<file path="config.mk">
export PLATFORM = sky130hd
export DESIGN_NAME = alu_warp_max_unit
export DESIGN_NICKNAME = d
export VERILOG_FILES = /design/src/rtl/alu_warp_max_unit.sv
export SDC_FILE = /design/constraint.sdc
export NUM_CORES = 1
export LEC_CHECK = 0
export BUFFER_PORTS_ARGS = -buffer_cell sky130_fd_sc_hd__buf_2
export CAP_MARGIN = 40
export CORE_ASPECT_RATIO = 1.1
export CORE_MARGIN = 3
export CORE_UTILIZATION = 46
export DETAILED_ROUTE_END_ITERATION = 16
export PLACE_DENSITY = 0.77
export SETUP_SLACK_MARGIN = 0.4
export SYNTH_ARGS = -nofsm -noshare
export SYNTH_HDL_FRONTEND = slang
export SYNTH_SLANG_ARGS = --single-unit
</file>
<file path="constraint.sdc">
create_clock -name clk -period 3.4 [get_ports clk]
set_input_delay 0.68 -clock clk [delete_from_list [all_inputs] [get_ports clk]]
set_output_delay 0.68 -clock clk [all_outputs]
set_load 0.05 [all_outputs]
</file>
<file path="src/rtl/alu_warp_max_unit.sv">
// Iterative warp-wide max reduction (signed/unsigned) that scans LANES threads per cycle.
// Optional ALU_MAX_ARGMAX_EN: adds commit_argmax and a one-hot lane result.
module alu_warp_max_unit #(
    parameter int NUM_THREADS = 4,
    parameter int LANES       = 1,
    parameter int UUID_BITS   = 44,
    parameter int NW_BITS     = 2,
    parameter int NR_BITS     = 5
) (
    input  logic                          clk,
    input  logic                          reset,
    input  logic                          req_valid,
    output logic                          req_ready,
    input  logic [UUID_BITS-1:0]          req_uuid,
    input  logic [NW_BITS-1:0]            req_wid,
    input  logic [NUM_THREADS-1:0]        req_tmask,
    input  logic [31:0]                   req_PC,
    input  logic [1:0]                    req_op_mod,
    input  logic [NUM_THREADS*32-1:0]     req_rs1_data,
    input  logic [NR_BITS-1:0]            req_rd,
    input  logic                          req_wb,
    output logic                          commit_valid,
    input  logic                          commit_ready,
    output logic [UUID_BITS-1:0]          commit_uuid,
    output logic [NW_BITS-1:0]            commit_wid,
    output logic [NUM_THREADS-1:0]        commit_tmask,
    output logic [31:0]                   commit_PC,
    output logic [NR_BITS-1:0]            commit_rd,
    output logic                          commit_wb,
`ifdef ALU_MAX_ARGMAX_EN
    output logic [((NUM_THREADS > 1) ? $clog2(NUM_THREADS) : 1)-1:0] commit_argmax,
`endif
    output logic [NUM_THREADS*32-1:0]     commit_data
);

    localparam int TID_W = (NUM_THREADS > 1) ? $clog2(NUM_THREADS) : 1;
    localparam int IDX_W = $clog2(NUM_THREADS) + 1;

    typedef enum logic [1:0] {IDLE, SCAN, DONE} state_t;

    state_t                 r_state;
    logic                   r_cvalid;
    logic [UUID_BITS-1:0]   r_uuid;
    logic [NW_BITS-1:0]     r_wid;
    logic [NUM_THREADS-1:0] r_tmask;
    logic [31:0]            r_pc;
    logic                   r_signed;
    logic [31:0]            r_rs1 [NUM_THREADS];
    logic [NR_BITS-1:0]     r_rd;
    logic                   r_wb;
    logic [31:0]            r_acc;
    logic                   r_found;
    logic [IDX_W-1:0]       r_idx;
`ifdef ALU_MAX_ARGMAX_EN
    logic [TID_W-1:0]       r_best;
    logic [TID_W-1:0]       w_best;
`endif

    logic [31:0]            w_acc;
    logic                   w_found;
    logic [TID_W-1:0]       w_tid;
    logic                   w_last;
    logic                   w_unused_opmod;

    assign w_unused_opmod = req_op_mod[1];

    function automatic logic f_gt(input logic [31:0] a, input logic [31:0] b, input logic sgn);
        if (sgn)
            return $signed(a) > $signed(b);
        return a > b;
    endfunction

    // Lanes chain lowest index first so a tie keeps the earlier thread.
    always_comb begin
        w_acc   = r_acc;
        w_found = r_found;
        w_tid   = '0;
`ifdef ALU_MAX_ARGMAX_EN
        w_best  = r_best;
`endif
        for (int l = 0; l < LANES; l++) begin
            w_tid = TID_W'(r_idx) + TID_W'(l);
            if (r_tmask[w_tid] && (!w_found || f_gt(r_rs1[w_tid], w_acc, r_signed))) begin
                w_acc   = r_rs1[w_tid];
                w_found = 1'b1;
`ifdef ALU_MAX_ARGMAX_EN
                w_best  = w_tid;
`endif
            end
        end
    end

    assign w_last = (r_idx + IDX_W'(LANES)) == IDX_W'(NUM_THREADS);

    always_ff @(posedge clk or negedge reset) begin
        if (!reset) begin
            r_state  <= IDLE;
            r_cvalid <= 1'b0;
            r_uuid   <= '0;
            r_wid    <= '0;
            r_tmask  <= '0;
            r_pc     <= '0;
            r_signed <= 1'b0;
            r_rd     <= '0;
            r_wb     <= 1'b0;
            r_acc    <= '0;
            r_found  <= 1'b0;
            r_idx    <= '0;
`ifdef ALU_MAX_ARGMAX_EN
            r_best   <= '0;
`endif
            for (int t = 0; t < NUM_THREADS; t++)
                r_rs1[t] <= '0;
        end else begin
            case (r_state)
                IDLE: begin
                    r_cvalid <= 1'b0;
                    if (req_valid) begin
                        r_uuid   <= req_uuid;
                        r_wid    <= req_wid;
                        r_tmask  <= req_tmask;
                        r_pc     <= req_PC;
                        r_signed <= req_op_mod[0];
                        r_rd     <= req_rd;
                        r_wb     <= req_wb;
                        for (int t = 0; t < NUM_THREADS; t++)
                            r_rs1[t] <= req_rs1_data[t*32 +: 32];
                        r_acc    <= req_op_mod[0] ? 32'h8000_0000 : 32'h0000_0000;
                        r_found  <= 1'b0;
                        r_idx    <= '0;
`ifdef ALU_MAX_ARGMAX_EN
                        r_best   <= '0;
`endif
                        r_state  <= SCAN;
                    end
                end
                SCAN: begin
                    r_acc   <= w_acc;
                    r_found <= w_found;
`ifdef ALU_MAX_ARGMAX_EN
                    r_best  <= w_best;
`endif
                    r_idx   <= r_idx + IDX_W'(LANES);
                    if (w_last) begin
                        r_state  <= DONE;
                        r_cvalid <= 1'b1;
                    end
                end
                DONE: begin
                    if (commit_ready) begin
                        r_state  <= IDLE;
                        r_cvalid <= 1'b0;
                    end
                end
                default: begin
                    r_state  <= IDLE;
                    r_cvalid <= 1'b0;
                end
            endcase
        end
    end

    // Reset gates ready so it is low while held and high as soon as it releases.
    assign req_ready    = reset && (r_state == IDLE);
    assign commit_valid = r_cvalid;
    assign commit_uuid  = r_uuid;
    assign commit_wid   = r_wid;
    assign commit_tmask = r_tmask;
    assign commit_PC    = r_pc;
    assign commit_rd    = r_rd;
    assign commit_wb    = r_wb;

`ifdef ALU_MAX_ARGMAX_EN
    assign commit_argmax = r_found ? r_best : '0;
`endif

    always_comb begin
        commit_data = '0;
        for (int t = 0; t < NUM_THREADS; t++) begin
`ifdef ALU_MAX_ARGMAX_EN
            if (r_found && (TID_W'(t) == r_best))
                commit_data[t*32 +: 32] = r_acc;
`else
            if (r_found)
                commit_data[t*32 +: 32] = r_acc;
`endif
        end
    end

endmodule
</file>
==> impl_metrics.csv <==
group,metric,value,unit
outcome,outcome,"completed",
sta,fin_skew,0.01314,ns
routing,drcViolationCount,0,
cells_and_area,fin_util,60.18,%
critical_path,crit_chain,"buf_12 -> buf_4 -> mux4_2 -> ha_4 -> nand4_1 -> or3_4 -> a21oi_2 -> o41a_1 -> o31a_4 -> buf_12 -> mux2_4",
synth,synth_cells,1348,
sta,drv_slew,0,
floorplanning,core,26380,µm²
global_route,globalRouteMet2Util,42.96,%
floorplanning,design.die.area,29080,µm²
cts,cts_root_buf,"clkbuf_16",
cts,worstSkewPairLatency,0.53,ns
critical_path,timing.rr.start,"r_idx[0]",
global_route,grt_max_degree,138,
cells_and_area,stdcell_area,15870,µm²
floorplanning,fp.dieW,162.9,µm
sta,period_share,99.29,%
routing,firstDrtPassIters,5,
pwr,cellPowerDensity,1234,nW/µm²
global_route,antenna_found_initial,3,
synth,synth_cell_types,42,
synth,synth_top_area_share,51.46,%
critical_path,r2r_cells,11,
synth,synth-seq-cells,256,
synth,synth_compound_area_share,2.080,%
placement,portBuffers,438,
critical_path,critPathKind,"flop to flop",
synth,synth.area.top_cells,"dfrtp_1 51%, nand2_1 20%, mux4_2 6.0%, buf_4 5.8%, ha_1 3.4%",
synth,synth_fp_nets,1604,
global_route,first_global_vias,10220,
cts,clock_sinks,256,
floorplanning,ioPinCount,440,
synth,synth_ff_type,"dfrtp_1",
sta,hold_slack,0.05052,ns
synth,synthSimpleGateAreaFrac,24.21,%
synth,syn_area,12450,µm²
routing,vias,10270,
placement,dp_hpwl,26.23,mm
cts,clockBufferDepth,3,
sta,setup_tns,0,ns
critical_path,crit_top_cell,"buf_12",
placement,routabilityCongestion,0.8247,
cts,htreeDepth,1,
critical_path,worstSetupStartpointType,"flop",
sta,max_freq,0.2962,GHz
sta,period_minus_slack,3.376,ns
critical_path,required,3.81,ns
synth,synth_top_family_by_area,"simple AND/OR/NAND/NOR gates",
sta,rsz0062_at_grt,"yes",
cts,hold_buffers,0,
critical_path,worstPathArrival,3.79,ns
synth,yosys.area.top_type,"dfrtp_1",
routing,ant_nets,0,
cts,clk_pin_slew,0.06,ns
pwr,p_leak,8.858,nW
global_route,use_met1,28.19,%
synth,synth_seq_area_share,51.46,%
pwr,total_power,19.59,mW
routing,vias_per_cell,4.958,
global_route,overflow,0,
global_route,top_usage_layer,"met2",
global_route,grtUsageTotal,23.65,%
floorplanning,rows,62,
cells_and_area,syn2layout_area_growth,27.50,%
hold_path,worstHoldPathType,"input port to async pin",
critical_path,ff2ff_setup_slack,0.02,ns
synth,muxShareOfSynthArea,9.578,%
critical_path,path_max_fanout,12,
routing,drt_iter0_markers,659,
critical_path,max_stage_delay,0.56,ns
synth,synthAdderAreaFrac,3.417,%
placement,placed_cell_area,14560,µm²
floorplanning,start_util,47.20,%
cts,cts_tree,"done",
critical_path,cp-end-kind,"flop",
sta,worst_pin_slew,0.7644,ns
critical_path,slowest_stage,"mux4_2",
synth,synth.avg_cell_area,9.235,µm²
cells_and_area,nNetsFinal,1955,
sta,relSlewSlack,49.04,%
critical_path,rr_endpoint,"r_acc[24]",
synth,async_flop_share,100.0,%
sta,setup_viol,0,
routing,wl,36.22,mm
pwr,ir_drop,817.5,µV
cts,cts_buffers,28,
synth,ys.warnings.count,0,
routing,detail_route.wl_per_cell,17.49,µm
cells_and_area,drive_above_1_share,36.81,%
global_route,use_met3,6.456,%
sta,hold_viol,0,
synth,synth-edff-count,0,
floorplanning,dieHeight,178.5,µm
run,maxCapViolations,0,
synth,synth-xor-area-share,0,%
global_route,grt_pass1_wl,53.95,mm
[cell type report]
class,instances,area (µm²)
tap,352,440.4
clock inverter,8,92.59
clock buffer,40,817.0
fill,2204,10500
sequential,256,6410
multi-input combinational,896,5194
inverter,32,120.1
timing repair buffer,485,2794
antenna,2,5.005
[power by group]
part	switching [mW]	total, mW	internal, mW
Sequential	0.872	5.32	4.45
Clock	1.20	3.01	1.81
Combinational	7.25	11.3	4.02
Total	9.32	19.6	10.3
[cells in the mapped netlist, types with 2 or more instances]
cell type,instances
nand2_1,662
and2_1,34
nor2b_1,2
nor2_1,35
nand4_1,8
mux2_2,3
nand2b_1,5
a22o_1,3
buf_2,4
mux4_2,33
dfrtp_1,256
o21ai_0,6
nor4_1,2
nand3_1,7
buf_4,96
mux2_4,27
buf_12,2
ha_1,34
nand3b_1,2
buf_1,8
a21o_1,4
inv_1,32
a211oi_1,2
a21oi_1,12
clkbuf_1,52
[worst max-delay path: cells and delay by family (launching register included)]
kind | cells | cell delay (ns)
simple gates | 2 | 0.58
mux | 2 | 0.87
flops | 1 | 0.47
compound gates | 3 | 0.54
fa+ha+maj | 1 | 0.30
buf+inv | 3 | 0.47
[kinds of logic after synthesis]
logic type               Yosys count
AO/OA/AOI/OAI                     38
adder cells (fa/ha/maj)           34
AND/OR/NAND/NOR                  760
flip-flops                       256
buffers and inverters            196
multiplexers                      64
[registers in the layout, summed over array words and instances (netlist names)]
name / cells
r_rs1: 128
commit_uuid: 44
commit_PC: 32
r_acc: 32
commit_rd: 5
commit_tmask: 4
r_idx: 3
commit_wid: 2
r_state: 2
commit_valid: 1
commit_wb: 1
r_found: 1
r_signed: 1
[metrics by stage]
stage / setup WS, ns / cells
after floorplan: 0.2938 / 1348
after global placement: 0.05883 / 1996
after detailed placement: -0.01517 / 1997
after CTS: 0.09825 / 2051
after global routing: -0.05014 / 2069
final: 0.02422 / 2071
[metal layers]
metal,part of all wire (%),routed length [µm],vias up
met1,38,13730,4943
li1,-,-,4861
met4,1.9,706,4
met5,0.075,27,-
met2,52,18680,410
met3,8.5,3077,51
[how the worst max path moves through the flow]
stage | slack, ns | to | from | cells past startpoint
after global routing | -0.05 | r_acc[23] | r_idx[0] | 11
final | 0.02 | r_acc[24] | r_idx[0] | 11
after CTS | 0.1 | r_acc[19] | r_idx[0] | 11
after floorplan | 0.29 | r_acc[24] | r_idx[0] | 13
after global placement | 0.06 | r_acc[16] | r_idx[0] | 11
after detailed placement | -0.02 | r_acc[19] | r_idx[0] | 11
[repair_timing]
item,CTS,global route
buffers inserted,6,16
cloned,0,2
resized for setup,4,25
setup endpoints to repair,37,33
pin swaps,3,10
[layout by cell type (no fill, tap or decap), drive strengths merged, types with 2 or more instances in the layout]
master    n
and2     34
a22o      3
clkbuf   42
nand4     8
dfrtp   256
nand2b    5
nor2     35
nand3b    2
clkinv    5
a21o      4
buf     483
mux4     33
mux2     30
diode     2
nand3     7
ha       34
a21oi    12
o211ai    2
a211oi    2
o21ai     6
nand2   662
inv      32
nor2b     3
bufinv    2
nor4      2
(Power assumes the default switching activity.)
